--- src/rtl/bus_arbiter_pkg.sv ---
// Shared types for the bus arbiter: the transaction FSM state encoding.
package bus_arbiter_pkg;

  typedef enum logic [1:0] {
    ST_IDLE   = 2'd0,
    ST_ARB    = 2'd1,
    ST_ACTIVE = 2'd2,
    ST_RESP   = 2'd3
  } state_e;

endpackage

--- src/rtl/rr_arbiter.sv ---
// Combinational round-robin picker: scans requests starting at rr_ptr,
// wrapping at NUM_MASTERS-1 -> 0, and returns a one-hot grant plus its index.
module rr_arbiter #(
  parameter int NUM_MASTERS = 4,
  parameter int PTR_W       = 2
) (
  input  logic [NUM_MASTERS-1:0] req,
  input  logic [PTR_W-1:0]       rr_ptr,
  output logic [NUM_MASTERS-1:0] gnt,
  output logic [PTR_W-1:0]       gnt_idx
);

  // First requester at or after rr_ptr (circularly) wins.
  always_comb begin
    logic             found;
    logic [PTR_W-1:0] idx;
    gnt     = '0;
    gnt_idx = '0;
    found   = 1'b0;
    idx     = '0;
    for (int i = 0; i < NUM_MASTERS; i++) begin
      idx = PTR_W'((int'(rr_ptr) + i) % NUM_MASTERS);
      if (!found && req[idx]) begin
        gnt[idx] = 1'b1;
        gnt_idx  = idx;
        found    = 1'b1;
      end
    end
  end

endmodule

--- src/rtl/bus_arbiter.sv ---
// Round-robin arbiter granting NUM_MASTERS requesters access to one shared
// bus. Winner's request fields are latched at grant time, so a master that
// drops m_req mid-transaction cannot disturb the bus. A bounded wait on
// bus_ready turns a hung slave into an m_err pulse instead of a deadlock.
module bus_arbiter
  import bus_arbiter_pkg::*;
#(
  parameter int NUM_MASTERS = 4,
  parameter int ADDR_WIDTH  = 32,
  parameter int DATA_WIDTH  = 32,
  parameter int TIMEOUT     = 16
) (
  input  logic                              clk,
  input  logic                              n_rst,
  input  logic [NUM_MASTERS-1:0]            m_req,
  input  logic [NUM_MASTERS-1:0]            m_rnw,
  input  logic [NUM_MASTERS*ADDR_WIDTH-1:0] m_addr,
  input  logic [NUM_MASTERS*DATA_WIDTH-1:0] m_wdata,
  output logic [NUM_MASTERS-1:0]            m_gnt,
  output logic [NUM_MASTERS-1:0]            m_done,
  output logic [NUM_MASTERS-1:0]            m_err,
  output logic [DATA_WIDTH-1:0]             m_rdata,
  output logic                              bus_valid,
  output logic                              bus_rnw,
  output logic [ADDR_WIDTH-1:0]             bus_addr,
  output logic [DATA_WIDTH-1:0]             bus_wdata,
  input  logic                              bus_ready,
  input  logic [DATA_WIDTH-1:0]             bus_rdata
);

  localparam int PTR_W = (NUM_MASTERS > 1) ? $clog2(NUM_MASTERS) : 1;
  localparam int CNT_W = $clog2(TIMEOUT + 1);

  state_e state_q, state_d;

  logic [PTR_W-1:0]       rr_ptr_q, rr_ptr_d;
  logic [PTR_W-1:0]       grant_idx_q, grant_idx_d;
  logic [CNT_W-1:0]       wait_q, wait_d;
  logic [NUM_MASTERS-1:0] m_gnt_q, m_gnt_d;
  logic [NUM_MASTERS-1:0] m_done_q, m_done_d;
  logic [NUM_MASTERS-1:0] m_err_q, m_err_d;
  logic [DATA_WIDTH-1:0]  m_rdata_q, m_rdata_d;
  logic                   bus_valid_q, bus_valid_d;
  logic                   bus_rnw_q, bus_rnw_d;
  logic [ADDR_WIDTH-1:0]  bus_addr_q, bus_addr_d;
  logic [DATA_WIDTH-1:0]  bus_wdata_q, bus_wdata_d;

  logic [NUM_MASTERS-1:0] arb_gnt;
  logic [PTR_W-1:0]       arb_idx;
  logic                   any_req;
  logic                   bus_done;
  logic                   timeout_hit;

  function automatic logic [PTR_W-1:0] next_ptr(input logic [PTR_W-1:0] idx);
    return (idx == PTR_W'(NUM_MASTERS - 1)) ? '0 : idx + PTR_W'(1);
  endfunction

  rr_arbiter #(
    .NUM_MASTERS (NUM_MASTERS),
    .PTR_W       (PTR_W)
  ) u_rr_arbiter (
    .req     (m_req),
    .rr_ptr  (rr_ptr_q),
    .gnt     (arb_gnt),
    .gnt_idx (arb_idx)
  );

  assign any_req     = |m_req;
  // bus_ready only counts while we are actually driving a request.
  assign bus_done    = (state_q == ST_ACTIVE) && bus_valid_q && bus_ready;
  // Last allowed wait cycle: ACTIVE lasts exactly TIMEOUT cycles when unanswered.
  assign timeout_hit = (state_q == ST_ACTIVE) && !bus_ready &&
                       (wait_q == CNT_W'(TIMEOUT - 1));

  // State and datapath registers, cleared asynchronously so a reset mid-ACTIVE drops bus_valid at once.
  always_ff @(posedge clk or negedge n_rst) begin
    if (!n_rst) begin
      state_q     <= ST_IDLE;
      rr_ptr_q    <= '0;
      grant_idx_q <= '0;
      wait_q      <= '0;
      m_gnt_q     <= '0;
      m_done_q    <= '0;
      m_err_q     <= '0;
      m_rdata_q   <= '0;
      bus_valid_q <= 1'b0;
      bus_rnw_q   <= 1'b0;
      bus_addr_q  <= '0;
      bus_wdata_q <= '0;
    end else begin
      state_q     <= state_d;
      rr_ptr_q    <= rr_ptr_d;
      grant_idx_q <= grant_idx_d;
      wait_q      <= wait_d;
      m_gnt_q     <= m_gnt_d;
      m_done_q    <= m_done_d;
      m_err_q     <= m_err_d;
      m_rdata_q   <= m_rdata_d;
      bus_valid_q <= bus_valid_d;
      bus_rnw_q   <= bus_rnw_d;
      bus_addr_q  <= bus_addr_d;
      bus_wdata_q <= bus_wdata_d;
    end
  end

  // Next-state logic for the transaction FSM.
  always_comb begin
    state_d = state_q;
    unique case (state_q)
      ST_IDLE:   if (any_req) state_d = ST_ARB;
      ST_ARB:    state_d = any_req ? ST_ACTIVE : ST_IDLE;
      ST_ACTIVE: begin
        if (bus_done)         state_d = ST_RESP;
        else if (timeout_hit) state_d = ST_IDLE;
      end
      ST_RESP:   state_d = ST_IDLE;
      default:   state_d = ST_IDLE;
    endcase
  end

  // Output/datapath updates: latch the winner, count waits, emit done/err pulses, advance rr_ptr.
  always_comb begin
    rr_ptr_d    = rr_ptr_q;
    grant_idx_d = grant_idx_q;
    wait_d      = wait_q;
    m_gnt_d     = m_gnt_q;
    m_done_d    = '0;
    m_err_d     = '0;
    m_rdata_d   = m_rdata_q;
    bus_valid_d = bus_valid_q;
    bus_rnw_d   = bus_rnw_q;
    bus_addr_d  = bus_addr_q;
    bus_wdata_d = bus_wdata_q;
    unique case (state_q)
      ST_ARB: begin
        if (any_req) begin
          m_gnt_d     = arb_gnt;
          grant_idx_d = arb_idx;
          bus_valid_d = 1'b1;
          wait_d      = '0;
          for (int i = 0; i < NUM_MASTERS; i++) begin
            if (arb_gnt[i]) begin
              bus_rnw_d   = m_rnw[i];
              bus_addr_d  = m_addr[i*ADDR_WIDTH +: ADDR_WIDTH];
              bus_wdata_d = m_wdata[i*DATA_WIDTH +: DATA_WIDTH];
            end
          end
        end
      end
      ST_ACTIVE: begin
        if (bus_done) begin
          bus_valid_d = 1'b0;
          m_done_d    = m_gnt_q;
          if (bus_rnw_q) m_rdata_d = bus_rdata;
        end else if (timeout_hit) begin
          // Advancing past the grantee keeps a dead slave path from starving the rest.
          bus_valid_d = 1'b0;
          m_err_d     = m_gnt_q;
          m_gnt_d     = '0;
          rr_ptr_d    = next_ptr(grant_idx_q);
        end else begin
          wait_d = wait_q + CNT_W'(1);
        end
      end
      ST_RESP: begin
        m_gnt_d  = '0;
        rr_ptr_d = next_ptr(grant_idx_q);
      end
      default: ;
    endcase
  end

  assign m_gnt     = m_gnt_q;
  assign m_done    = m_done_q;
  assign m_err     = m_err_q;
  assign m_rdata   = m_rdata_q;
  assign bus_valid = bus_valid_q;
  assign bus_rnw   = bus_rnw_q;
  assign bus_addr  = bus_addr_q;
  assign bus_wdata = bus_wdata_q;

endmodule
--- config.mk ---
export PLATFORM = sky130hd
export DESIGN_NAME = bus_arbiter
export DESIGN_NICKNAME = d
export VERILOG_FILES = /design/src/rtl/bus_arbiter_pkg.sv /design/src/rtl/rr_arbiter.sv /design/src/rtl/bus_arbiter.sv
export SDC_FILE = /design/constraint.sdc
export NUM_CORES = 1
export LEC_CHECK = 0
export ABC_AREA = 1
export CORE_AREA = 3 3 156 158
export CTS_CLUSTER_SIZE = 12
export DETAILED_ROUTE_END_ITERATION = 10
export DIE_AREA = 0 0 159 161
export PLACE_DENSITY_LB_ADDON = 0.3
export SLEW_MARGIN = 25
export SYNTH_ARGS = -nofsm -noshare
export SYNTH_HDL_FRONTEND = slang
export SYNTH_HIERARCHICAL = 1
export SYNTH_SLANG_ARGS = --single-unit
--- constraint.sdc ---
create_clock -name clk -period 2.3 [get_ports clk]
set_input_delay 0.46 -clock clk [delete_from_list [all_inputs] [get_ports clk]]
set_output_delay 0.46 -clock clk [all_outputs]
set_load 0.05 [all_outputs]
==> results of run 1 <==
==> kinds of logic after synthesis <==
logic type               count (synthesis)  share of synthesized area (%)
AO/OA/AOI/OAI                          116                          7.782
adder cells (fa/ha/maj)                  8                          1.319
buffers and inverters                  186                          10.50
flip-flops                             121                          39.90
AND/OR/NAND/NOR                        753                          40.49
==> registers in the layout, summed over array words and instances, names as in the netlist, 2 cells and up <==
register     count
grant_idx_q      2
bus_wdata       32
m_rdata         32
bus_addr        32
m_done           4
state_q          2
rr_ptr_q         2
m_err            4
m_gnt            4
wait_q           5
==> stage by stage <==
stage	hold WS, ps	instance area, um2
after detailed placement	447.2	12490
after floorplan	164.4	7632
after global placement	439.8	12490
after global routing	9.504	13850
final	-4.656	13850
after CTS	2.631	13640
==> worst max path at each step <==
stage                               to         from  cells after the start  slack, ps
final                      bus_addr[9]  rr_ptr_q[0]                     16        -30
after global routing      bus_wdata[9]  rr_ptr_q[0]                     17       -150
after CTS                  bus_addr[7]  rr_ptr_q[0]                     16         -7
after detailed placement  bus_addr[15]     m_req[1]                     14       -470
after global placement    bus_addr[15]     m_req[3]                     14       -450
after floorplan            bus_addr[0]  rr_ptr_q[1]                     17          3
==> layout by cell type, fill, tap and decap left out, drive strengths merged <==
cell and n:
nor2 159, nor3 2, clkbuf 19, dfrtp 121, o21ai 106, clkinvlp 3, a21boi 4, or2 1
clkinv 2, nor3b 1, nand2 494, nand3 97, a21oi 6, ha 8, bufbuf 1, inv 133
buf 86, clkdlybuf4s50 407
==> worst reg2reg max path: stages, from the launching register on <==
cell and delay (ps):
sky130_fd_sc_hd__dfrtp_2 410, sky130_fd_sc_hd__inv_6 50, sky130_fd_sc_hd__ha_4 300, sky130_fd_sc_hd__inv_4 60
sky130_fd_sc_hd__nand3_4 80, sky130_fd_sc_hd__nand2_4 80, sky130_fd_sc_hd__nor2_8 180, sky130_fd_sc_hd__nand3_4 110
sky130_fd_sc_hd__nand3_4 120, sky130_fd_sc_hd__nor2_1 50, sky130_fd_sc_hd__nand2_1 90, sky130_fd_sc_hd__nand3_4 110
sky130_fd_sc_hd__buf_6 160, sky130_fd_sc_hd__buf_12 140, sky130_fd_sc_hd__clkbuf_16 170, sky130_fd_sc_hd__nand2_1 60
sky130_fd_sc_hd__nand2_1 50
==> power groups by stage <==
stage,sequential (uW),clock [uW],combinational (uW)
final,3710,2640,19200
after global routing,3810,2810,20700
after CTS,3680,2700,18700
after detailed placement,3690,0,16100
after global placement,3670,0,15900
after floorplan,6530,0,7300
==> area by class of cell <==
| cell class | instances | area, um2 | area share (%) |
|---|---|---|---|
| Sequential cell | 121 | 3030 | 21.89 |
| Inverter | 123 | 481.7 | 3.479 |
| Timing Repair Buffer | 496 | 5329 | 38.49 |
| Tap cell | 319 | 399.1 | 2.883 |
| Clock buffer | 17 | 425.4 | 3.072 |
| Multi-Input combinational cell | 878 | 4033 | 29.13 |
| Clock inverter | 15 | 147.6 | 1.066 |
==> layer usage <==
metal | share of wire [%] | GRT usage (%) | up-vias
met5 | 0 | 0 | -
met4 | 1.7 | 6.685 | 0
met3 | 7.3 | 6.027 | 35
met2 | 51 | 42.92 | 376
met1 | 40 | 28.48 | 4131
li1 | - | - | 4552
==> timing repair <==
item,in CTS,in global routing
setup buffers,13,1
resized for setup,66,55
pin swaps,16,13
setup endpoints to repair,61,66
hold buffers,0,0
hold endpoints to repair,0,0
cloned,12,2
==> summary.md, run 1 <==
| Metric | Value |
|---|---|
| Result of the run | `finished, violations left` |
| Failing checks | `negative hold slack, negative setup slack` |
| Final worst slack | `-25.90 ps` |
| Combined buffer and inverter count along the critical path | `5` |
| Crit-path max cell delay | `410 ps` |
| Static leakage | `0.006836 uW` |
| Insertion delay of the later-clocked pin in the worst-skew pair | `420 ps` |
| Placed cells | `1911` |
| Worst slack on hold paths | `-4.656 ps` |
| Post-synthesis cell area | `0.007589 mm2` |
| First-pass GRT wire length | `48280 um` |
| Data arrival, critical path | `2630 ps` |
| Std-Cell Core Area | `0.02326 mm2` |
| Share of flip-flops with an asynchronous set or reset after synthesis | `100.0%` |
| Worst reg2reg endpoint | `bus_addr[9]` |
| Drc violations | `0` |
| Cell row count | `56` |
| Worst-case setup slack after placement | `-466.2 ps` |
| Most numerous cell types in the synthesized netlist | `sky130_fd_sc_hd__nand2_1, sky130_fd_sc_hd__nor2_1, sky130_fd_sc_hd__dfrtp_1` |
| Max rail drop VDD | `0.7767 mV` |
| Post-layout net count | `1944` |
| Portion of synthesized cell area occupied by the leading cell type | `39.90%` |
| Mean cell area of the mapped netlist | `6.409 um2` |
| X dimension of the die | `159 um` |
| Crit end category | `flip-flop` |
| Fmax achieved | `429.9 MHz` |
| Die outline height | `161 um` |
| Die ar. | `0.02560 mm2` |
| Transition time at the pin with the least slew margin | `616.7 ps` |
| Internal power | `12350 uW` |
| Port Buffer Count | `408` |
| Yosys cell types | `30` |
| Tcrit/Tclk final | `101.1%` |
| Clock sink count | `121` |
| Starting density of the core | `32.62%` |
| Clock Path Buffers | `2` |
| Synthesized Nets | `1491` |
| H-tree Lvls | `4` |
| Sequence of cells on the critical path | `inv_6 > ha_4 > inv_4 > nand3_4 > nand2_4 > nor2_8 > nand3_4 > nand3_4 > nor2_1 > nand2_1 > nand3_4 > buf_6 > buf_12 > clkbuf_16 > nand2_1 > nand2_1` |
| Biggest area consumer among synthesized cells | `sky130_fd_sc_hd__dfrtp_1` |
| Clock network power share | `10.3%` |
| Total number of vias | `9094` |
| Clk slew on worst S/H paths | `70 ps` |
| Hold violation total from the final report | `4` |
| Final Slew Violations | `0` |
| Gate count after technology mapping | `1184` |
| Worst setup slack for register-to-register paths | `-30 ps` |
| Antenna violations before repair | `0` |
| Worst-path fanout max | `6` |
| All-Layer GR Usage | `23.91%` |
| Routed vias/inst | `4.619` |
| TritonCTS clock tree | `built` |
| Critical path's top delay family | `simple AND/OR/NAND/NOR gates` |
| Layout filler cell count | `2141` |
| Sequential Power Share | `14.5%` |
| Library cell used as clock root buffer | `sky130_fd_sc_hd__clkbuf_16` |
| Number of enable flip-flop cells after synthesis | `0` |
| Number of warnings printed during yosys synthesis | `6` |
| Layout-stage area growth over the synthesis result | `82.46%` |
| Type of origin of the critical path | `flip-flop` |
| Total Routed Length | `31810 um` |
| Initial DRC Count | `432` |
| Final cell utilization of the core | `59.52%` |
| Standard cell with the maximum stage delay on the critical path | `sky130_fd_sc_hd__dfrtp_2` |
| Leading cell types by total area after synthesis | `sky130_fd_sc_hd__dfrtp_1, sky130_fd_sc_hd__nand2_1, sky130_fd_sc_hd__nor2_1` |
| Routability cong. | `0.8801` |
| Overall Power | `25520 uW` |
| I/O pin count | `409` |
| Setup TNS after final layout | `-114.3 ps` |
| Class of the worst hold path | `input port to asynchronous set/reset pin` |
| Share of total power consumed by net switching | `51.58%` |
| Final antenna-violating net count | `0` |
| Slew Limit Headroom | `58.89%` |
| Final Instance Count excl. Fillers | `1969` |
| Setup repair after global routing missed its margin | `yes` |
| Most common cell in the netlist | `sky130_fd_sc_hd__nand2_1` |
| Maximum number of pins on one net before global-route repair | `65` |
| Antenna Diode Count | `0` |
| Fraction of the yosys area taken by sequential cells | `39.90%` |
| Synth Register Bits | `121` |
| Worst reg-to-reg path cell count | `16` |
| Cell type with the highest occurrence count on the critical path | `sky130_fd_sc_hd__nand3_4` |
| Layout Skew | `14.94 ps` |
| Minimum clock period after layout | `2326 ps` |
| Grt total ovfl | `0` |
| Number of global-route vias before repair | `8822` |
| Number of maximum-capacitance constraint violations | `0` |
| Detailed placer's ending HPWL | `22390 um` |
| WP data required | `2600 ps` |
| Cell Pwr Density | `1843 mW/mm2` |
| Share of cells above drive strength 1 | `11.88%` |
| Category of the critical setup timing path | `flip-flop to flip-flop` |
| DRT Pass-1 Iters | `5` |
| Number of buffers added by the clock tree synthesis step | `17` |
| WL per Instance | `16.16 um` |
| Source of the worst register-to-register timing path | `rr_ptr_q[0]` |
| Final setup violation count | `10` |
| Combinational Power Share | `75.1%` |
| P_sw | `13160 uW` |
| Most frequently used flop master after synthesis | `sky130_fd_sc_hd__dfrtp_1` |
No activity file was read; power rests on OpenSTA's default activity.
==> inputs of run 2 (changes only) <==
--- a/config.mk
+++ b/config.mk
@@ -7,6 +7,7 @@
 export LEC_CHECK = 0
 export ABC_AREA = 1
 export CORE_AREA = 3 3 156 158
+export CTS_BUF_LIST = sky130_fd_sc_hd__clkbuf_4
 export CTS_CLUSTER_SIZE = 12
 export DETAILED_ROUTE_END_ITERATION = 10
 export DIE_AREA = 0 0 159 161
==> run 2 against run 1 <==
The run ends with negative setup slack left; die area unchanged; global-route usage fell by 1.4 points; critical endpoint is now bus_addr[17]; total power fell by 11%; clock power down 41%.
==> summary.md, run 2 (same netlist as run 1, synthesis figures left out) <==
| Metric | Value |
|---|---|
| Final worst slack | `-59.01 ps` |
| Type of origin of the critical path | `flip-flop` |
| Sequential Power Share | `16.2%` |
| Crit end category | `flip-flop` |
| Worst reg2reg endpoint | `bus_addr[17]` |
| Port Buffer Count | `408` |
| Instance area at placement | `0.01249 mm2` |
| Final setup violation count | `43` |
| Static leakage | `0.007356 uW` |
| Worst reg-to-reg path cell count | `16` |
| Hold violation total from the final report | `0` |
| Maximum number of pins on one net before global-route repair | `69` |
| TritonCTS clock tree | `built` |
| Result of the run | `finished, violations left` |
| DRT Pass-1 Iters | `5` |
| Most used cells in the layout excluding fill and tap cells | `sky130_fd_sc_hd__nand2_1, sky130_fd_sc_hd__clkdlybuf4s50_1, sky130_fd_sc_hd__nor2_1` |
| Layout-stage area growth over the synthesis result | `75.96%` |
| Die outline height | `161 um` |
| Category of the critical setup timing path | `flip-flop to flip-flop` |
| Clock sink count | `121` |
| Total Routed Length | `29750 um` |
| Insertion delay of the later-clocked pin in the worst-skew pair | `550 ps` |
| Worst-path fanout max | `8` |
| Post-layout net count | `1933` |
| Minimum clock period after layout | `2359 ps` |
| Setup TNS after final layout | `-1291 ps` |
| Setup repair after global routing missed its margin | `yes` |
| Placed cells | `1911` |
| Final Instance Count excl. Fillers | `1960` |
| Detailed placer's ending HPWL | `22390 um` |
| P_sw | `12320 uW` |
| Most frequent standard cell in the layout excluding fill and tap cells | `sky130_fd_sc_hd__nand2_1` |
| Number of maximum-capacitance constraint violations | `0` |
| Initial DRC Count | `441` |
| Area of the multi-input gates | `0.003978 mm2` |
| Library cell used as clock root buffer | `sky130_fd_sc_hd__clkbuf_4` |
| I/O pin count | `409` |
| Starting density of the core | `32.62%` |
| WL per Instance | `15.18 um` |
| Combinational Power Share | `77.0%` |
| Source of the worst register-to-register timing path | `rr_ptr_q[0]` |
| Max rail drop VDD | `0.9844 mV` |
| Class of the worst hold path | `input port to asynchronous set/reset pin` |
| WP data required | `2780 ps` |
| Die ar. | `0.02560 mm2` |
| Routed vias/inst | `4.555` |
| Worst setup slack for register-to-register paths | `-60 ps` |
| Routability cong. | `0.8801` |
| Grt total ovfl | `0` |
| Tcrit/Tclk final | `102.6%` |
| H-tree Lvls | `4` |
| Total area of sequential cells | `0.003030 mm2` |
| Final antenna-violating net count | `0` |
| Number of buffers added by the clock tree synthesis step | `17` |
| Share of cells above drive strength 1 | `10.25%` |
| First-pass GRT wire length | `46000 um` |
| All-Layer GR Usage | `22.53%` |
| Drc violations | `0` |
| Slew Limit Headroom | `58.46%` |
| Cell Pwr Density | `1696 mW/mm2` |
| Failing checks | `negative setup slack` |
| Antenna violations before repair | `1` |
| Post-route design area | `0.01335 mm2` |
| Fmax achieved | `423.9 MHz` |
| Std-Cell Core Area | `0.02326 mm2` |
| Clk slew on worst S/H paths | `140 ps` |
| Layout Skew | `26.73 ps` |
| Cell row count | `56` |
| Number of global-route vias before repair | `8692` |
| Transition time at the pin with the least slew margin | `623.0 ps` |
| Internal power | `10320 uW` |
| Total number of vias | `8928` |
| Data arrival, critical path | `2840 ps` |
| X dimension of the die | `159 um` |
| Final Slew Violations | `0` |
| Layout filler cell count | `2225` |
| Share of total power consumed by net switching | `54.43%` |
| Clock network power share | `6.8%` |
| Clock Path Buffers | `2` |
[run 2: cell types whose count changed in the layout (fill, tap and decap cells not counted), moves of 15 or more]
cell	change
sky130_fd_sc_hd__clkdlybuf4s50_1	-74
sky130_fd_sc_hd__clkbuf_16	-17
sky130_fd_sc_hd__clkbuf_4	+17
sky130_fd_sc_hd__o21ai_1	-15
sky130_fd_sc_hd__dlymetal6s2s_1	+59
sky130_fd_sc_hd__dlygate4sd2_1	+15
sky130_fd_sc_hd__o21ai_0	+16
[run 2: power groups by stage]
stage / sequential [uW] / clock, uW / combinational, uW
CTS: 3660 / 1610 / 17200
finish: 3660 / 1550 / 17400
floorplan: 6530 / 0 / 7300
global placement: 3670 / 0 / 15900
global route: 3760 / 1720 / 19000
detailed placement: 3690 / 0 / 16100
[run 2: worst max path at each step]
stage | from | end | slack [ps] | depth (start not counted)
after floorplan | rr_ptr_q[1] | bus_addr[0] | 3 | 17
after global placement | m_req[3] | bus_addr[15] | -450 | 14
after detailed placement | m_req[1] | bus_addr[15] | -470 | 14
after CTS | rr_ptr_q[0] | bus_addr[13] | -2 | 15
after global routing | rr_ptr_q[0] | bus_addr[16] | -200 | 16
final | rr_ptr_q[0] | bus_addr[17] | -60 | 16
[run 2: worst max-delay path, stage by stage (launching register included)]
cell and delay, ps:
sky130_fd_sc_hd__dfrtp_2 440, sky130_fd_sc_hd__inv_6 50, sky130_fd_sc_hd__ha_4 300, sky130_fd_sc_hd__inv_4 60, sky130_fd_sc_hd__nand3_4 80, sky130_fd_sc_hd__nand2_4 90, sky130_fd_sc_hd__nor2_8 200, sky130_fd_sc_hd__nand3_1 140
sky130_fd_sc_hd__nand3_2 100, sky130_fd_sc_hd__nor2_1 50, sky130_fd_sc_hd__nand2_1 100, sky130_fd_sc_hd__nand3_4 160, sky130_fd_sc_hd__buf_6 190, sky130_fd_sc_hd__buf_12 130, sky130_fd_sc_hd__nor2_1 80, sky130_fd_sc_hd__nand2_1 60
sky130_fd_sc_hd__nand2_1 50
[run 2: stage by stage]
stage	total power, uW	utilization [%]	setup slack (ps)	hold WS [ps]
after global routing	24450	57.40	-195.0	354.0
after global placement	19590	53.68	-450.7	439.8
after detailed placement	19790	53.68	-466.2	447.2
after floorplan	13830	-	2.832	164.4
after CTS	22460	56.16	-2.107	357.2
final	22640	57.40	-59.01	385.7
[run 2: final cells by class]
| type | count | share of cell area (%) |
|---|---|---|
| Timing Repair Buffer | 485 | 38.84 |
| Multi-Input combinational cell | 878 | 29.79 |
| Inverter | 123 | 3.589 |
| Clock inverter | 15 | 1.106 |
| Clock buffer | 17 | 0.9558 |
| Antenna cell | 2 | 0.03748 |
| Sequential cell | 121 | 22.69 |
| Tap cell | 319 | 2.989 |
[run 2: what timing repair did]
item / CTS / global route
setup endpoints to repair: 79 / 125
hold endpoints to repair: 31 / 0
setup buffers: 5 / 2
gates resized for setup: 61 / 85
gates cloned: 5 / 2
hold buffers: 1 / 0
pin swaps: 0 / 7
[run 2: per-layer routing]
metal / share of wire [%] / global-route usage [%] / vias up
li1: - / - / 4525
met1: 40 / 26.61 / 4007
met2: 50 / 39.25 / 353
met3: 7.3 / 6.591 / 43
met4: 2.5 / 7.879 / 0
met5: 0 / 0 / -
==> inputs of run 3 (changes only) <==
--- a/config.mk
+++ b/config.mk
@@ -11,7 +11,7 @@
 export CTS_CLUSTER_SIZE = 12
 export DETAILED_ROUTE_END_ITERATION = 10
 export DIE_AREA = 0 0 159 161
-export PLACE_DENSITY_LB_ADDON = 0.3
+export PLACE_DENSITY = 0.78
 export SLEW_MARGIN = 25
 export SYNTH_ARGS = -nofsm -noshare
 export SYNTH_HDL_FRONTEND = slang
==> run 3 against run 2 <==
The run still ends with negative setup slack left; clock power shrank 7%; sequential power is essentially flat; non-clock buffer count shrank 4; critical endpoint is now bus_addr[14]; largest cell class unchanged; largest power group unchanged.
==> summary.md, run 3 (same netlist as run 1, synthesis figures left out) <==
| Metric | Value |
|---|---|
| Sequence of cells on the critical path | `inv_8 > buf_4 > ha_1 > a21boi_1 > a21oi_4 > nand3_4 > nor2_4 > nand2_2 > nand3_4 > buf_12 > buf_16 > buf_12 > nor2_4 > nand2_1 > nand2_1` |
| Setup TNS after final layout | `-851.9 ps` |
| Detailed placer's ending HPWL | `22540 um` |
| Worst slack on hold paths | `425.9 ps` |
| Most frequent standard cell in the layout excluding fill and tap cells | `sky130_fd_sc_hd__nand2_1` |
| Layout filler cell count | `2203` |
| All-Layer GR Usage | `22.82%` |
| Setup repair after global routing missed its margin | `yes` |
| Class of the worst hold path | `input port to asynchronous set/reset pin` |
| Cell row count | `56` |
| Cell Pwr Density | `1726 mW/mm2` |
| Number of buffers added by the clock tree synthesis step | `17` |
| P_sw | `12450 uW` |
| Clock sink count | `121` |
| Tcrit/Tclk final | `103.5%` |
| H-tree Lvls | `4` |
| WL per Instance | `15.80 um` |
| Post-layout net count | `1929` |
| Clk slew on worst S/H paths | `120 ps` |
| WP data required | `2760 ps` |
| Most used cells in the layout excluding fill and tap cells | `sky130_fd_sc_hd__nand2_1, sky130_fd_sc_hd__clkdlybuf4s50_1, sky130_fd_sc_hd__nor2_1` |
| Starting density of the core | `32.62%` |
| Die outline height | `161 um` |
| Antenna violations before repair | `4` |
| Clock network power share | `6.3%` |
| TritonCTS clock tree | `built` |
| Insertion delay of the later-clocked pin in the worst-skew pair | `530 ps` |
| Clock Path Buffers | `2` |
| Max rail drop VDD | `0.8482 mV` |
| Number of global-route vias before repair | `8761` |
| Total number of vias | `9058` |
| Internal power | `10360 uW` |
| Routability cong. | `0.9065` |
| Static leakage | `0.006728 uW` |
| Die ar. | `0.02560 mm2` |
| Type of origin of the critical path | `flip-flop` |
| Data arrival, critical path | `2840 ps` |
| Category of the critical setup timing path | `flip-flop to flip-flop` |
| Area of the multi-input gates | `0.004004 mm2` |
| Worst-case setup slack after placement | `-579.4 ps` |
| Minimum clock period after layout | `2380 ps` |
| Initial DRC Count | `512` |
| Standard cell with the maximum stage delay on the critical path | `sky130_fd_sc_hd__dfrtp_2` |
| Drc violations | `0` |
| Routed vias/inst | `4.629` |
| Share of total power consumed by net switching | `54.59%` |
| DRT Pass-1 Iters | `6` |
| Final worst slack | `-80.35 ps` |
| Std-Cell Core Area | `0.02326 mm2` |
| Final Slew Violations | `0` |
| Port Buffer Count | `408` |
| Total area of sequential cells | `0.003030 mm2` |
| Sequential Power Share | `16.2%` |
| X dimension of the die | `159 um` |
| Combined buffer and inverter count along the critical path | `5` |
| Final antenna-violating net count | `0` |
| Crit end category | `flip-flop` |
| Grt total ovfl | `0` |
| Layout Skew | `23.25 ps` |
| Result of the run | `finished, violations left` |
| Fmax achieved | `420.1 MHz` |
| Crit-path max cell delay | `470 ps` |
| Combinational Power Share | `77.5%` |
| Layout-stage area growth over the synthesis result | `74.16%` |
| Library cell used as clock root buffer | `sky130_fd_sc_hd__clkbuf_4` |
| Overall Power | `22810 uW` |
| Critical path's top delay family | `buffers and inverters` |
| Transition time at the pin with the least slew margin | `637.6 ps` |
| Total Routed Length | `30920 um` |
| I/O pin count | `409` |
| Final setup violation count | `37` |
| Maximum number of pins on one net before global-route repair | `65` |
| First-pass GRT wire length | `46420 um` |
| Number of maximum-capacitance constraint violations | `0` |
| Failing checks | `negative setup slack` |
| Worst-path fanout max | `7` |
| Slew Limit Headroom | `57.49%` |
| Share of cells above drive strength 1 | `11.07%` |
| Hold violation total from the final report | `0` |
## run 3: cell types whose count changed in the layout (fill, tap and decap cells not counted), moves of 5 or more
cell	delta
sky130_fd_sc_hd__clkdlybuf4s50_1	+50
sky130_fd_sc_hd__dlygate4sd2_1	-9
sky130_fd_sc_hd__inv_8	-5
sky130_fd_sc_hd__dlymetal6s2s_1	-44
sky130_fd_sc_hd__buf_4	-5
sky130_fd_sc_hd__nor2_1	-18
sky130_fd_sc_hd__nor2_2	+17
## run 3: through the flow
| step | std cells | area, um2 | util (%) |
|---|---|---|---|
| final | 1957 | 13220 | 56.81 |
| after global routing | 1957 | 13220 | 56.81 |
| after CTS | 1949 | 12960 | 55.72 |
| after detailed placement | 1907 | 12400 | 53.32 |
| after global placement | 1907 | 12400 | 53.32 |
| after floorplan | 1184 | 7632 | - |
## run 3: final cells by class
| class | count | area share (%) |
|---|---|---|
| diodes | 3 | 0.05680 |
| clock buffers | 17 | 0.9656 |
| clock inverters | 15 | 0.9372 |
| inverters | 123 | 3.664 |
| multi-input cells | 878 | 30.29 |
| flip-flops and latches | 121 | 22.93 |
| well taps | 319 | 3.020 |
| repair buffers | 481 | 38.13 |
## run 3: power groups by stage
| stage | registers [uW] | clock network (uW) | logic [uW] |
|---|---|---|---|
| 3_5_place_dp | 3700 | 0 | 15900 |
| 2_1_floorplan | 6530 | 0 | 7300 |
| 4_1_cts | 3690 | 1500 | 17100 |
| 3_3_place_gp | 3680 | 0 | 15600 |
| 6_report | 3690 | 1440 | 17700 |
| 5_1_grt | 3790 | 1590 | 19200 |
## run 3: routing by layer
layer,part of all wire [%],track usage [%]
met5,0.042,0
met4,2.9,8.715
met3,7.7,5.719
met2,50,39.25
met1,40,27.67
## run 3: worst reg2reg max path: stages, from the launching register on
cell,delay (ps)
sky130_fd_sc_hd__dfrtp_2,470
sky130_fd_sc_hd__inv_8,70
sky130_fd_sc_hd__buf_4,160
sky130_fd_sc_hd__ha_1,240
sky130_fd_sc_hd__a21boi_1,330
sky130_fd_sc_hd__a21oi_4,60
sky130_fd_sc_hd__nand3_4,140
sky130_fd_sc_hd__nor2_4,60
sky130_fd_sc_hd__nand2_2,80
sky130_fd_sc_hd__nand3_4,110
sky130_fd_sc_hd__buf_12,160
sky130_fd_sc_hd__buf_16,130
sky130_fd_sc_hd__buf_12,130
sky130_fd_sc_hd__nor2_4,60
sky130_fd_sc_hd__nand2_1,50
sky130_fd_sc_hd__nand2_1,50
## run 3: final timing paths
| path | from | endpoint | slack [ps] | cells after the start |
|---|---|---|---|---|
| worst min-delay path | n_rst | m_rdata[2] | 430 | 2 |
| max in group asynchronous | n_rst | bus_addr[11] | 1240 | 3 |
| worst max-delay path | rr_ptr_q[1] | bus_addr[14] | -80 | 15 |
| worst min register to register | wait_q[4] | wait_q[4] | 490 | 2 |
| worst max register to register | rr_ptr_q[1] | bus_addr[14] | -80 | 15 |
| min in group clk | bus_rdata[21] | m_rdata[21] | 450 | 3 |
## run 3: what timing repair did
item | 4_1_cts | 5_1_grt
pin swaps | 14 | 6
resized for setup | 45 | 72
endpoints found under the setup margin | 71 | 80
cloned | 5 | 3
hold buffers | 1 | 0
hold endpoints to repair | 48 | 0
buffers inserted | 4 | 3
